--- config.mk ---
export PLATFORM = sky130hd
export DESIGN_NAME = axi2ahb_wctrl
export DESIGN_NICKNAME = d
export VERILOG_FILES = /design/src/rtl/axi2ahb_wctrl.sv
export SDC_FILE = /design/constraint.sdc
export NUM_CORES = 1
export LEC_CHECK = 0
export BUFFER_PORTS_ARGS = -buffer_cell sky130_fd_sc_hd__buf_2
export CAP_MARGIN = 5
export CORE_MARGIN = 1.5
export CORE_UTILIZATION = 58
export DETAILED_ROUTE_END_ITERATION = 8
export PLACE_DENSITY = 0.95
export SLEW_MARGIN = 25
export SYNTH_ARGS = -nofsm -noshare
export SYNTH_HDL_FRONTEND = slang
export SYNTH_SLANG_ARGS = --single-unit
export TNS_END_PERCENT = 20
--- constraint.sdc ---
create_clock -name ACLK -period 5.68 [get_ports ACLK]
set_clock_uncertainty 0.05 [all_clocks]
set_input_delay 1.42 -clock ACLK [delete_from_list [all_inputs] [get_ports ACLK]]
set_output_delay 1.42 -clock ACLK [all_outputs]
set_load 0.01 [all_outputs]
--- src/rtl/axi2ahb_wctrl.sv ---
// axi2ahb_wctrl: AXI AW burst to AHB write address-phase sequencer, pacing the write-data FIFO.
// Optional WRAP burst support is enabled by defining AXI2AHB_WRAP_EN.
module axi2ahb_wctrl #(
    parameter int AXI_ID_WIDTH   = 1,
    parameter int AXI_ADDR_WIDTH = 32,
    parameter int AXI_DATA_WIDTH = 32
) (
    input  logic                      ACLK,
    input  logic                      ARESETN,
    input  logic [AXI_ID_WIDTH-1:0]   AWID,
    input  logic [AXI_ADDR_WIDTH-1:0] AWADDR,
    input  logic [7:0]                AWLEN,
    input  logic [2:0]                AWSIZE,
    input  logic [1:0]                AWBURST,
    input  logic                      AWVALID,
    output logic                      AWREADY,
    output logic [AXI_ADDR_WIDTH-1:0] HADDR,
    output logic [1:0]                HTRANS,
    output logic                      HWRITE,
    output logic [2:0]                HSIZE,
    output logic [2:0]                HBURST,
    input  logic                      HREADY,
    output logic [AXI_ID_WIDTH-1:0]   cmd_id_o,
    output logic                      cmd_error_o,
    input  logic                      ctrl_wdata_last_i,
    output logic                      ctrl_wdata_valid_o,
    input  logic                      ctrl_wdata_ready_i
);
    localparam logic [2:0] MAX_SIZE = 3'($clog2(AXI_DATA_WIDTH / 8));
    localparam logic [AXI_ADDR_WIDTH-1:0] ONE = 1;

    typedef enum logic [1:0] {IDLE, ADDR, DRAIN, TAIL} state_t;

    state_t                    state, state_n;
    logic [7:0]                len_q, beat_cnt;
    logic [1:0]                burst_q, tail_cnt;
    logic                      aw_fire, aw_err, pop, last_pop, first, nseq_only;
    logic [2:0]                hburst_n;
    logic [AXI_ADDR_WIDTH-1:0] step, addr_n;
`ifdef AXI2AHB_WRAP_EN
    logic [AXI_ADDR_WIDTH-1:0] wmask;
`endif

    always_comb begin
        aw_fire   = state == IDLE && AWVALID;
`ifdef AXI2AHB_WRAP_EN
        aw_err    = AWSIZE > MAX_SIZE || AWBURST == 2'b11 ||
                    (AWBURST == 2'b10 && (!(AWLEN inside {8'd1, 8'd3, 8'd7, 8'd15}) ||
                                          (AWADDR & ((ONE << AWSIZE) - ONE)) != '0));
        hburst_n  = AWLEN == 8'd0    ? 3'b000 :
                    AWBURST == 2'b01 ? 3'b001 :
                    AWBURST != 2'b10 ? 3'b000 :
                    AWLEN == 8'd3    ? 3'b010 :
                    AWLEN == 8'd7    ? 3'b100 :
                    AWLEN == 8'd15   ? 3'b110 : 3'b000;
`else
        aw_err    = AWSIZE > MAX_SIZE || AWBURST[1];
        hburst_n  = (AWLEN != 8'd0 && AWBURST == 2'b01) ? 3'b001 : 3'b000;
`endif
        first     = beat_cnt == len_q;
        // FIXED and two-beat WRAP have no legal AHB SEQ form, so every beat restarts
        nseq_only = burst_q == 2'b00 || (burst_q == 2'b10 && len_q == 8'd1);
        HTRANS    = state != ADDR       ? 2'b00 :
                    ctrl_wdata_ready_i  ? ((first || nseq_only) ? 2'b10 : 2'b11) :
                    first               ? 2'b00 : 2'b01;
        pop       = state == ADDR  ? (ctrl_wdata_ready_i && HREADY) :
                    state == DRAIN ? ctrl_wdata_ready_i : 1'b0;
        last_pop  = pop && beat_cnt == 8'd0;
        step      = ONE << HSIZE;
`ifdef AXI2AHB_WRAP_EN
        wmask     = ((AXI_ADDR_WIDTH'(len_q) + ONE) << HSIZE) - ONE;
        addr_n    = burst_q == 2'b00 ? HADDR :
                    burst_q == 2'b10 ? ((HADDR & ~wmask) | ((HADDR + step) & wmask)) :
                    HADDR + step;
`else
        addr_n    = burst_q == 2'b00 ? HADDR : HADDR + step;
`endif
        AWREADY            = state == IDLE;
        HWRITE             = state == ADDR;
        ctrl_wdata_valid_o = pop;
    end

    always_comb begin
        state_n = state;
        case (state)
            IDLE:        state_n = AWVALID ? (aw_err ? DRAIN : ADDR) : IDLE;
            ADDR, DRAIN: state_n = last_pop ? TAIL : state;
            TAIL:        state_n = tail_cnt == 2'd1 ? IDLE : TAIL;
            default:     state_n = IDLE;
        endcase
    end

    always_ff @(posedge ACLK) begin
        if (!ARESETN) begin
            state       <= IDLE;
            HADDR       <= '0;
            HSIZE       <= '0;
            HBURST      <= '0;
            cmd_id_o    <= '0;
            cmd_error_o <= 1'b0;
            len_q       <= '0;
            beat_cnt    <= '0;
            burst_q     <= '0;
            tail_cnt    <= '0;
        end else begin
            state <= state_n;
            if (aw_fire) begin
                HADDR       <= AWADDR;
                HSIZE       <= AWSIZE;
                HBURST      <= hburst_n;
                len_q       <= AWLEN;
                beat_cnt    <= AWLEN;
                burst_q     <= AWBURST;
                cmd_id_o    <= AWID;
                cmd_error_o <= aw_err;
            end
            // WLAST disagreeing with the beat count poisons the response but never ends the burst
            if (pop) begin
                beat_cnt <= beat_cnt - 8'd1;
                if (ctrl_wdata_last_i != (beat_cnt == 8'd0))
                    cmd_error_o <= 1'b1;
            end
            if (pop && state == ADDR)
                HADDR <= addr_n;
            if (last_pop)
                tail_cnt <= 2'd3;
            else if (state == TAIL)
                tail_cnt <= tail_cnt - 2'd1;
        end
    end
endmodule

* Word level (Yosys, flattened, before mapping)
Cells that the tools add are included.
Word-level totals: flip-flop bits (word level) 62, bits of input ports 52, output and inout bits 45, word-level logic and storage cells 67
Cells by class: add/sub/neg operators 3, order comparisons 1, equal/unequal tests 12, shifts and indexed selects 1, mux-type cells 22, reduce and logical (&&, ||, !) cells 18
Operators with widths (number):
- 32-bit 2-to-1 mux | 3
- 32-bit adder | 1
- 1-bit by 3-bit << shifter with 32-bit output, first input constant | 1
- 2-bit 2-to-1 mux | 8
- 8-bit 2-to-1 mux | 2
- 8-bit by 1-bit == test with 1-bit output, second input constant | 1
- 8-bit == test | 1
- 8-bit zero test | 1
- 1-bit 2-to-1 mux | 8
- 8-bit nonzero test | 1
- 8-bit by 1-bit subtractor with 8-bit output, second input constant | 1
- 2-bit by 1-bit == test with 1-bit output, second input constant | 3
- 2-bit == test, second input constant | 3
- 1-bit logical AND | 6
- 2-bit one-hot mux with 3 select lines | 1
- 2-bit nonzero test | 3
- 2-bit zero test | 2
- 2-bit != test, second input constant | 2
- 3-bit by 2-bit > comparator with 1-bit output, second input constant | 1
- 1-bit logical OR | 3
- 2-bit by 1-bit != test with 1-bit output, second input constant | 1
- 2-bit AND reduction | 1
- 2-bit OR reduction | 1
- 2-bit by 1-bit subtractor with 2-bit output, second input constant | 1
- 1-bit != test | 1

* Longest topological paths before layout
Gate-level depths: netlist of run 1.
depth in word-level cells 7, mapped depth 10, mapped depth without buffers 8

* Worst setup path before layout of run 1
No wires, ideal clock.
path kind input to output, start input port HREADY, end output port ctrl_wdata_valid_o, arrival time 2095 ps, data required time 4210 ps, setup slack 2115 ps, stages 4, buffers on the path 1, cell sequence mux2_2 > nand2_2 > inv_1 > buf_2
Between the ends: word-level cells in the longest chain between the ends 2
RTL lines:
- start: declaration | line 22 | input logic HREADY,
- 1-bit logical AND | line 66 | pop = state == ADDR ? (ctrl_wdata_ready_i && HREADY) :
- 1-bit 2-to-1 mux | line 66
- end: declaration | line 26 | output logic ctrl_wdata_valid_o,
No other way between the ends.

* Worst setup path in the final report of run 1
Same ends and word-level chain as after synthesis.

==> summary.txt, run 1 <==
Finish
  • Area Growth Syn to Fin: 17.63%
  • Fin nets: 632
  • Share of layout cells above drive strength 1: 23.90%
  • N_diodes: 0
  • Final Non-Filler Cells: 646

Global routing
  • Vias in the first global route: 3,965
  • First-pass GRT wire length: 18,480 um
  • Initial antenna violation count: 0
  • Gr usage total: 31.86%
  • GRT Residual Overflow: 0
  • Largest net degree at the start of global routing: 44

STA
  • Slew margin rel.: 43.24%
  • Final worst slack: 1.739 ns
  • Maximum clock frequency: 253.7 MHz
  • Fin crit share: 69.39%
  • Final Max Slew Viols: 0
  • RSZ-0062 raised after global routing: no
  • Actual slew at the worst max-slew pin: 0.8512 ns
  • Setup TNS: 0 ns
  • Hold Vio Cnt, Final: 0
  • Finish-stage setup viols: 0
  • Crit path time final: 3.941 ns

Yosys
  • Seq cells post-synth: 60
  • Syn Inst Count: 483
  • Primary FF master, synth: dfxtp_1
  • Mapped cell area: 0.003854 mm2
  • Part of the Yosys area used for sequential elements: 31.17%
  • Cell variety after synth: 72
  • Count leader, synth: nand2_1
  • Area leader, netlist: dfxtp_1
  • Synth Warn #: 0
  • Share of the synthesized area in the top cell type: 31.17%
  • Post-synth top cells: 62 x nand2_1, 60 x dfxtp_1, 40 x a21oi_1, 25 x nor2_1, 23 x nand3_1
  • Synth top area cells: dfxtp_1 31%, nand2_1 6.0%, a21oi_1 5.2%
  • Synth Area per Inst: 7.979 um2
  • Post-synthesis async set-or-reset flop share: 0%
  • EDFF count, synth: 0

Die
  • Core area: 0.006386 mm2
  • Die H: 84.51 um
  • Starting Density: 60.34%
  • Die Width: 84.51 um
  • Full die area: 0.007142 mm2
  • # rows: 29
  • IO Count: 97

Drt
  • Drt pass-1 iters: 7
  • WL/cell: 17.95 um
  • Post-route ant nets: 0
  • Via count: 4,442
  • Via density: 6.876
  • Number of remaining DRC errors: 0
  • DRT Wirelength: 11,600 um
  • DRT iter0 DRCs: 569

Clock tree
  • Post-CTS setup buffers: 0
  • Clk buf depth: 2
  • Cts bufs inserted: 9
  • TritonCTS clock tree: yes
  • # clock sinks: 60
  • CTS clock-pin slew for the worst setup and hold paths: 0.07 ns
  • Root buffer cell: clkbuf_8
  • H-Tree Level Count: 3
  • CTS Hold Bufs: 0
  • Post_cts resized: 0
  • Worst-skew pair later-pin latency: 0.34 ns

Setup path
  • Arrival @ worst endpoint: 2.47 ns
  • Critical setup path kind: input pin to primary output
  • Crit path capture type: primary output
  • CP Launch Type: input pin
  • Crit path max fanout: 15
  • CP required: 4.21 ns

Power and ir drop
  • Power Dens Cells: 410.3 mW/mm2
  • Sequential share of power: 35.8%
  • VDD IR-drop max: 209.3 uV
  • Switching power: 0.7825 mW
  • Combinational fraction of design power: 41.8%
  • Clk network pwr share: 22.3%
  • Switching share of power: 42.07%
  • Leakage power: 1.858 nW
  • Internal: 1.078 mW

Placement
  • Port-buffer cells: 94
  • Placed instance count: 630
  • Routability cong.: 0.8896
  • DP Worst Slack: 1.778 ns
  • Detailed Place HPWL: 7676 um

Status
  • Status: complete, no violations

Hold path
  • Hold Path Class: flip-flop to flip-flop

Flow run
  • Max_cap viols: 0
## flip-flops by register name, summed over array words and instances, names as in the netlist, 2 cells and up
register / cells
state: 2
burst_q: 2
beat_cnt: 8
HSIZE: 3
HADDR: 32
tail_cnt: 2
len_q: 8
## power by group through the flow
stage	clock network (mW)	registers [mW]	logic (mW)
final	0.416	0.666	0.778
after global routing	0.431	0.680	0.854
after CTS	0.414	0.658	0.764
after detailed placement	0	0.667	0.751
after global placement	0	0.658	0.720
after floorplan	0	0.659	0.527
## metal layers
| layer | wire length, um | global-route usage (%) |
|---|---|---|
| met5 | 0 | 0 |
| met4 | 422 | 16.72 |
| met3 | 1326 | 6.785 |
| met2 | 5363 | 50.43 |
| met1 | 4483 | 40.83 |
## area by class of cell
type	count	area [um2]
multi-input combinational	381	2470
tap	77	96.34
inverter	14	52.55
clock inverter	3	43.79
timing repair buffer	98	500.5
fill	496	1853
sequential	60	1201
clock buffer	13	168.9
## cells in the final DEF (no fill, tap or decap), types with 4 or more instances in the layout
cell type / instances
clkbuf_8: 12
a21o_1: 4
a31oi_1: 16
a21oi_1: 40
dfxtp_1: 60
buf_4: 4
o211ai_1: 17
and3_1: 13
xnor2_1: 14
o311ai_0: 5
buf_2: 94
nand3_1: 23
nand2_1: 62
nor3b_1: 4
nand4_1: 9
a211oi_1: 5
a311oi_1: 6
o21ai_0: 19
a22oi_1: 6
ha_1: 15
nor2_1: 25
or4_1: 12
inv_1: 13
nor3_1: 10
o31a_1: 4
nor4_1: 7
## cells by family after synthesis
logic type,count (synthesis),synth area share (%)
xor+xnor,16,3.637
flops,60,31.17
simple gates,188,25.45
buf+inv,43,4.838
fa+ha+maj,16,5.390
other cells,1,0.09731
compound gates,155,28.34
mux,4,1.071
## path summary, 6_finish.rpt
kind / start / cells past startpoint / slack (ns) / to
worst min register to register: cmd_id_o / 2 / 0.43 / cmd_id_o
worst max register to register: state[1] / 8 / 2.58 / HADDR[23]
worst max-delay path: HREADY / 5 / 1.74 / ctrl_wdata_valid_o
worst min-delay path: cmd_id_o / 2 / 0.43 / cmd_id_o
## critical path, cell delays in order
cell	delay (ns)
buf_2	0.12
mux2_2	0.27
nand2_2	0.18
inv_1	0.25
buf_2	0.22
## metrics by stage
stage               instance area, um2  utilization, %  power (mW)  hold slack [ns]
finish                            4533           70.98       1.860           0.4300
global route                      4533           70.98       1.966           0.4458
CTS                               4533           70.98       1.836           0.4304
detailed placement                4320           67.65       1.418           0.4199
global placement                  4320           67.65       1.378           0.3901
floorplan                         3857               -       1.186           0.4067
Note: power is estimated with default switching activity, not from simulation.
==> inputs of run 2 (changes only) <==
- ABC_AREA: not set -> 1
- CORE_UTILIZATION: 58 -> 49
- PLACE_DENSITY: 0.95 -> 0.88
- clock period: 5.68 -> 3.5 ns (I/O delays scaled with it)
==> run 2 against run 1 <==
Compared with the run above: core utilization down 11 points; global-route usage decreased by 5.4 points; setup slack worse by 1.0 ns; largest cell class unchanged; cell area increased by 8.1%; largest power group unchanged; clock-buffer cell count shrank 1.
==> summary.txt, run 2 <==
Status
  • Status: complete, no violations

Placement
  • Port-buffer cells: 94 (unchanged)
  • DP Worst Slack: 0.7421 ns (-1.036 ns)
  • Detailed Place HPWL: 8502 um (+11%)
  • Routability cong.: 0.9422 (+5.9%)

Drt
  • Number of remaining DRC errors: 0 (unchanged)
  • Drt pass-1 iters: 5 (-2)
  • Via density: 5.401 (-21%)
  • DRT Wirelength: 11,590 um (about the same)
  • Post-route ant nets: 0 (unchanged)
  • WL/cell: 13.58 um (-24%)
  • Via count: 4,607 (+3.7%)
  • DRT iter0 DRCs: 334 (-41%)

Power and ir drop
  • Leakage power: 2.316 nW (+25%)
  • VDD IR-drop max: 319.8 uV (+53%)
  • Power Dens Cells: 631.1 mW/mm2 (+54%)

Global routing
  • Largest net degree at the start of global routing: 44 (unchanged)
  • First-pass GRT wire length: 18,710 um (+1.3%)
  • Initial antenna violation count: 0 (unchanged)
  • Gr usage total: 26.49% (-5.4 points)
  • Vias in the first global route: 4,200 (+5.9%)
  • GRT Residual Overflow: 0 (unchanged)

Yosys
  • EDFF count, synth: 0 (unchanged)
  • Post-synthesis async set-or-reset flop share: 0% (unchanged)
  • Synth Warn #: 0 (unchanged)
  • Cell variety after synth: 42 (-42%)
  • Synth top area cells: dfxtp_1 29%, nand2_1 18%, a21oi_1 7.1%
  • Share of the synthesized area in the top cell type: 29.06% (-2.1 points)
  • Part of the Yosys area used for sequential elements: 29.06% (-2.1 points)
  • Post-synth top cells: 198 x nand2_1, 71 x inv_1, 60 x dfxtp_1, 59 x a21oi_1, 58 x nand3_1
  • Count leader, synth: nand2_1
  • Primary FF master, synth: dfxtp_1
  • Syn Inst Count: 657 (+36%)
  • Seq cells post-synth: 60 (unchanged)
  • Area leader, netlist: dfxtp_1
  • Synth Area per Inst: 6.292 um2 (-21%)
  • Mapped cell area: 0.004134 mm2 (+7.3%)

Clock tree
  • Root buffer cell: clkbuf_8
  • Worst-skew pair later-pin latency: 0.35 ns (about the same)
  • # clock sinks: 60 (unchanged)
  • H-Tree Level Count: 3 (unchanged)
  • Post_cts resized: 0 (unchanged)
  • CTS clock-pin slew for the worst setup and hold paths: 0.07 ns (about the same)
  • Clk buf depth: 2 (unchanged)
  • Post-CTS setup buffers: 0 (unchanged)
  • Cts bufs inserted: 9 (unchanged)
  • TritonCTS clock tree: yes
  • CTS Hold Bufs: 0 (unchanged)

Finish
  • Commonest non-fill, non-tap cell in the layout: nand2_1
  • Post-layout util: 59.93% (-11 points)
  • Area Growth Syn to Fin: 18.52%
  • Fill cells: 759 (+53%)
  • N_diodes: 0 (unchanged)
  • Biggest regs: HADDR (32), beat_cnt (8), len_q (8)
  • Share of layout cells above drive strength 1: 16.98% (-6.9 points)
  • Max reg flops: 32 (unchanged)
  • Highest-count cells in the layout ignoring fill and taps: 198 x nand2_1, 94 x buf_2, 71 x inv_1
  • Fin nets: 811 (+28%)
  • Reg with most FFs: HADDR

Die
  • Die H: 94.85 um (+12%)
  • Core area: 0.008175 mm2 (+28%)
  • Die Width: 94.85 um (+12%)
  • Starting Density: 50.57% (-9.8 points)
  • # rows: 33 (+14%)
  • IO Count: 97 (unchanged)
  • Full die area: 0.008997 mm2 (+26%)

Setup path
  • Crit path max fanout: 13 (-2)
  • Crit path capture type: primary output
  • CP Launch Type: flip-flop
  • CP required: 2.57 ns (-1.64 ns)
  • Critical setup path kind: flip-flop to primary output
  • Arrival @ worst endpoint: 1.84 ns (-0.63 ns)

STA
  • Slew margin rel.: 48.96% (+5.7 points)
  • Maximum clock frequency: 362.2 MHz
  • Final Max Slew Viols: 0 (unchanged)
  • Worst hold slack: 0.4220 ns (-0.007967 ns)
  • Hold Vio Cnt, Final: 0 (unchanged)
  • Setup TNS: 0 ns (unchanged)
  • Crit path time final: 2.761 ns
  • Actual slew at the worst max-slew pin: 0.7647 ns (-0.08651 ns)
  • Final worst slack: 0.7392 ns (-0.9996 ns)
  • Fin crit share: 78.88%
  • RSZ-0062 raised after global routing: no
  • Finish-stage setup viols: 0 (unchanged)

Flow run
  • Max_cap viols: 0 (unchanged)

Hold path
  • Hold Path Class: flip-flop to flip-flop
[run 2: cell types whose count changed after synthesis, sizes merged, moves of 13 or more]
cell / change
a21oi: +19
inv: +61
o211ai: -15
o21ai: +17
nand2: +137
nand3: +32
and3: -13
[run 2: cells by family after synthesis]
logic type                 Yosys count  synth area share [%]
buffers and inverters              100                 9.897
AOI/OAI and AO/OA                  131                 18.16
DFF                                 60                 29.06
and+or+nand+nor                    334                 34.59
xor gates and xnor gates            15                 3.178
other                                1               0.09071
adders and majority gates           16                 5.024
[run 2: where the power goes]
group | internal [mW] | switching (mW)
clock | 0.511 | 0.291
combinational | 0.488 | 0.730
sequential | 0.865 | 0.208
[run 2: area by class of cell]
| type | instances | area, um2 | area share [%] |
|---|---|---|---|
| repair buffers | 99 | 508.0 | 10.37 |
| clock inverters | 4 | 95.09 | 1.941 |
| well taps | 105 | 131.4 | 2.681 |
| clock buffers | 12 | 155.1 | 3.166 |
| flip-flops and latches | 60 | 1201 | 24.51 |
| inverters | 75 | 281.5 | 5.746 |
| multi-input cells | 498 | 2527 | 51.58 |
[run 2: worst paths after layout]
kind / startpoint / to / slack, ns / cells after the start
setup / recovery: state[1] / ctrl_wdata_valid_o / 0.74 / 7
hold / removal: HBURST[0] / HBURST[0] / 0.42 / 2
setup reg to reg: HSIZE[0] / HADDR[27] / 1.03 / 14
hold reg to reg: HBURST[0] / HBURST[0] / 0.42 / 2
[run 2: metrics by stage]
step	cells	total power [mW]	area, um2
floorplan	658	1.928	4138
global placement	837	2.239	4649
detailed placement	837	2.288	4649
CTS	853	3.094	4900
global route	853	3.308	4900
finish	853	3.092	4900
[run 2: worst max-delay path, cell delays in order (launching register included)]
cell	delay (ns)
dfxtp_1	0.38
inv_1	0.08
ha_1	0.21
nand2_2	0.14
nor2_8	0.05
a31oi_4	0.28
inv_2	0.17
buf_2	0.17
[run 2: routing by layer]
metal  GRT usage, %  share of wire (%)  vias up
met4          12.44                2.6        0
met2          45.71                 49      197
met5              0                  0        -
li1               -                  -     2321
met3          5.395                7.1       29
met1          31.20                 41     2060
==> inputs of run 3 (changes only) <==
- CORE_UTILIZATION: 49 -> 55
- PLACE_DENSITY: 0.88 -> 0.92
- clock period: 3.5 -> 2.6 ns (I/O delays scaled with it)
==> run 3 against run 2 <==
Compared with the run above: register-to-register slack got worse by 0.79 ns; combinational power increased by 37%; hold slack got worse by 0.0043 ns; wire length increased by 3.5%; clock-buffer cell count decreased by 2; highest routed layer unchanged.
==> summary.txt, run 3 (synthesized netlist as in run 2, its figures left out) <==
Status
  • Status: complete, no violations

STA
  • Actual slew at the worst max-slew pin: 0.5569 ns (-0.2078 ns)
  • Finish-stage setup viols: 0 (unchanged)
  • Worst hold slack: 0.4177 ns (-0.004260 ns)
  • RSZ-0062 raised after global routing: no
  • Maximum clock frequency: 413.2 MHz
  • Crit path time final: 2.420 ns
  • Slew margin rel.: 62.87% (+14 points)
  • Fin crit share: 93.08%
  • Setup TNS: 0 ns (unchanged)
  • Hold Vio Cnt, Final: 0 (unchanged)
  • Final worst slack: 0.1800 ns (-0.5592 ns)
  • Final Max Slew Viols: 0 (unchanged)

Placement
  • Detailed Place HPWL: 8731 um (+2.7%)
  • DP Worst Slack: 0.1331 ns (-0.6090 ns)
  • Routability cong.: 0.9039 (-4.1%)
  • Port-buffer cells: 94 (unchanged)

Setup path
  • Cell family with most CP delay: buffers and inverters
  • Worst path slowest cell: dfxtp_1
  • CP Launch Type: flip-flop
  • Max incr delay on CP: 0.39 ns (about the same)
  • Crit path from: state[1]
  • Crit path capture type: primary output
  • Crit path max fanout: 13 (unchanged)
  • Arrival @ worst endpoint: 1.72 ns (-0.12 ns)
  • Worst reg2reg setup slack: 0.24 ns (-0.79 ns)
  • Number of cells on the worst reg-to-reg path: 14 (unchanged)
  • CP required: 1.90 ns (-0.67 ns)
  • R2R Path End: HADDR[27]
  • Worst-path cell chain: inv_1 > ha_1 > nand2_2 > nor2_8 > a31oi_4 > inv_2 > buf_2
  • Worst R2R Start: HSIZE[1]
  • Critical setup path kind: flip-flop to primary output
  • Bufs and invs on worst path: 3 (unchanged)

Power and ir drop
  • Leakage power: 2.307 nW (-0.35%)
  • Clk network pwr share: 23.6% (-2.3 points)
  • Switching power: 1.708 mW (+39%)
  • Combinational fraction of design power: 40.9% (+1.5 points)
  • Power Dens Cells: 832.9 mW/mm2 (+32%)
  • Switching share of power: 41.88% (+2.2 points)
  • Sequential share of power: 35.5% (+0.8 points)
  • VDD IR-drop max: 556.0 uV (+74%)
  • Internal: 2.370 mW (+27%)

Finish
  • Fin nets: 813 (+0.25%)
  • Max reg flops: 32 (unchanged)
  • Commonest non-fill, non-tap cell in the layout: nand2_1
  • Area of the multi-input gates: 0.002537 mm2 (+0.40%)
  • Reg with most FFs: HADDR
  • Biggest regs: HADDR (32), beat_cnt (8), len_q (8)
  • Highest-count cells in the layout ignoring fill and taps: 196 x nand2_1, 94 x buf_2, 71 x inv_1
  • Register area: 0.001201 mm2 (unchanged)
  • Area Growth Syn to Fin: 18.43% (about the same)
  • Fill cells: 665 (-12%)
  • Share of layout cells above drive strength 1: 17.60% (+0.62 points)
  • N_diodes: 0 (unchanged)

Global routing
  • Largest net degree at the start of global routing: 33 (-25%)
  • First-pass GRT wire length: 19,430 um (+3.8%)
  • Initial antenna violation count: 0 (unchanged)
  • Gr usage total: 31.28% (+4.8 points)
  • Vias in the first global route: 4,238 (+0.90%)
  • GRT Residual Overflow: 0 (unchanged)

Flow run
  • Max_cap viols: 0 (unchanged)

Drt
  • Via density: 5.565 (+3.0%)
  • Post-route ant nets: 0 (unchanged)
  • WL/cell: 14.13 um (+4.0%)
  • Via count: 4,725 (+2.6%)
  • Top sig layer: met4
  • DRT iter0 DRCs: 375 (+12%)
  • Drt pass-1 iters: 8 (+3)
  • DRT Wirelength: 12,000 um (+3.5%)
  • M1 WL: 5090 um (+6.1%)
  • Number of remaining DRC errors: 0 (unchanged)
  • Met2 routed WL: 5533 um (-2.4%)
  • WL met3: 1013 um (+23%)

Hold path
  • Worst Hold End: HBURST[0]
  • Hold Path Class: flip-flop to flip-flop
  • Worst Hold Depth: 2 (unchanged)
  • HP Start: HBURST[0]

Clock tree
  • # clock sinks: 60 (unchanged)
  • Clk buf depth: 2 (unchanged)
  • Cts bufs inserted: 9 (unchanged)
  • Worst-skew pair later-pin latency: 0.36 ns (about the same)
  • TritonCTS clock tree: yes
  • CTS clock-pin slew for the worst setup and hold paths: 0.08 ns (about the same)
  • Post-CTS setup buffers: 0 (unchanged)
  • H-Tree Level Count: 3 (unchanged)
  • Root buffer cell: clkbuf_8

Die
  • Die Width: 89.70 um (-5.4%)
  • Die H: 89.70 um (-5.4%)
  • # rows: 31 (-6.1%)
  • IO Count: 97 (unchanged)
  • Core area: 0.007253 mm2 (-11%)
  • Full die area: 0.008045 mm2 (-11%)
  • Starting Density: 57.00% (+6.4 points)
[run 3: how the worst max path moves through the flow]
stage,to,slack [ns],cells after the start
2_1_floorplan,HADDR[17],0.56,13
3_3_place_gp,HADDR[20],0.30,7
3_5_place_dp,HADDR[9],0.13,12
4_1_cts,HADDR[9],0.11,12
5_1_grt,HADDR[14],0.01,11
6_report,ctrl_wdata_valid_o,0.18,7
[run 3: routing by layer]
| metal | up-vias | GRT usage [%] |
|---|---|---|
| met5 | - | 0 |
| met4 | 0 | 16.50 |
| met3 | 38 | 5.850 |
| met2 | 229 | 49.80 |
| met1 | 2132 | 40.22 |
| li1 | 2326 | - |
[run 3: power by group through the flow]
| stage | logic (mW) | clock network [mW] | registers, mW |
|---|---|---|---|
| 3_3_place_gp | 1.59 | 0 | 1.44 |
| 2_1_floorplan | 1.13 | 0 | 1.46 |
| 6_report | 1.67 | 0.960 | 1.45 |
| 3_5_place_dp | 1.64 | 0 | 1.46 |
| 5_1_grt | 1.88 | 1.01 | 1.48 |
| 4_1_cts | 1.65 | 0.967 | 1.44 |
[run 3: worst reg2reg max path: stages, from the launching register on]
cell and delay (ns):
dfxtp_1 0.42, inv_1 0.12, nor3_1 0.22, ha_1 0.31
nand3_1 0.09, nand3_1 0.15, nand2_1 0.10, nand2_1 0.11
nand2_1 0.09, nand2_1 0.20, nand2_1 0.14, nand2_1 0.06
nand3_1 0.07, nand2_1 0.05, a21oi_1 0.11
[run 3: area by class of cell]
type | count | share of cell area [%]
tap | 99 | 2.530
clock inverter | 6 | 1.814
sequential | 60 | 24.53
timing repair buffer | 101 | 10.94
multi-input combinational | 498 | 51.83
inverter | 75 | 5.750
clock buffer | 10 | 2.607
[run 3: per-stage QoR]
step,area (um2),power (mW),std cells,utilization (%)
floorplan,4138,2.596,658,-
finish,4896,4.078,849,67.50
global placement,4669,3.028,833,64.38
global route,4896,4.374,849,67.50
CTS,4886,4.056,849,67.36
detailed placement,4669,3.095,833,64.38
[run 3: timing repair]
action,4_1_cts,5_1_grt
resized for setup,0,4
endpoints found under the hold margin,0,0
hold buffers,0,0
endpoints found under the setup margin,0,16
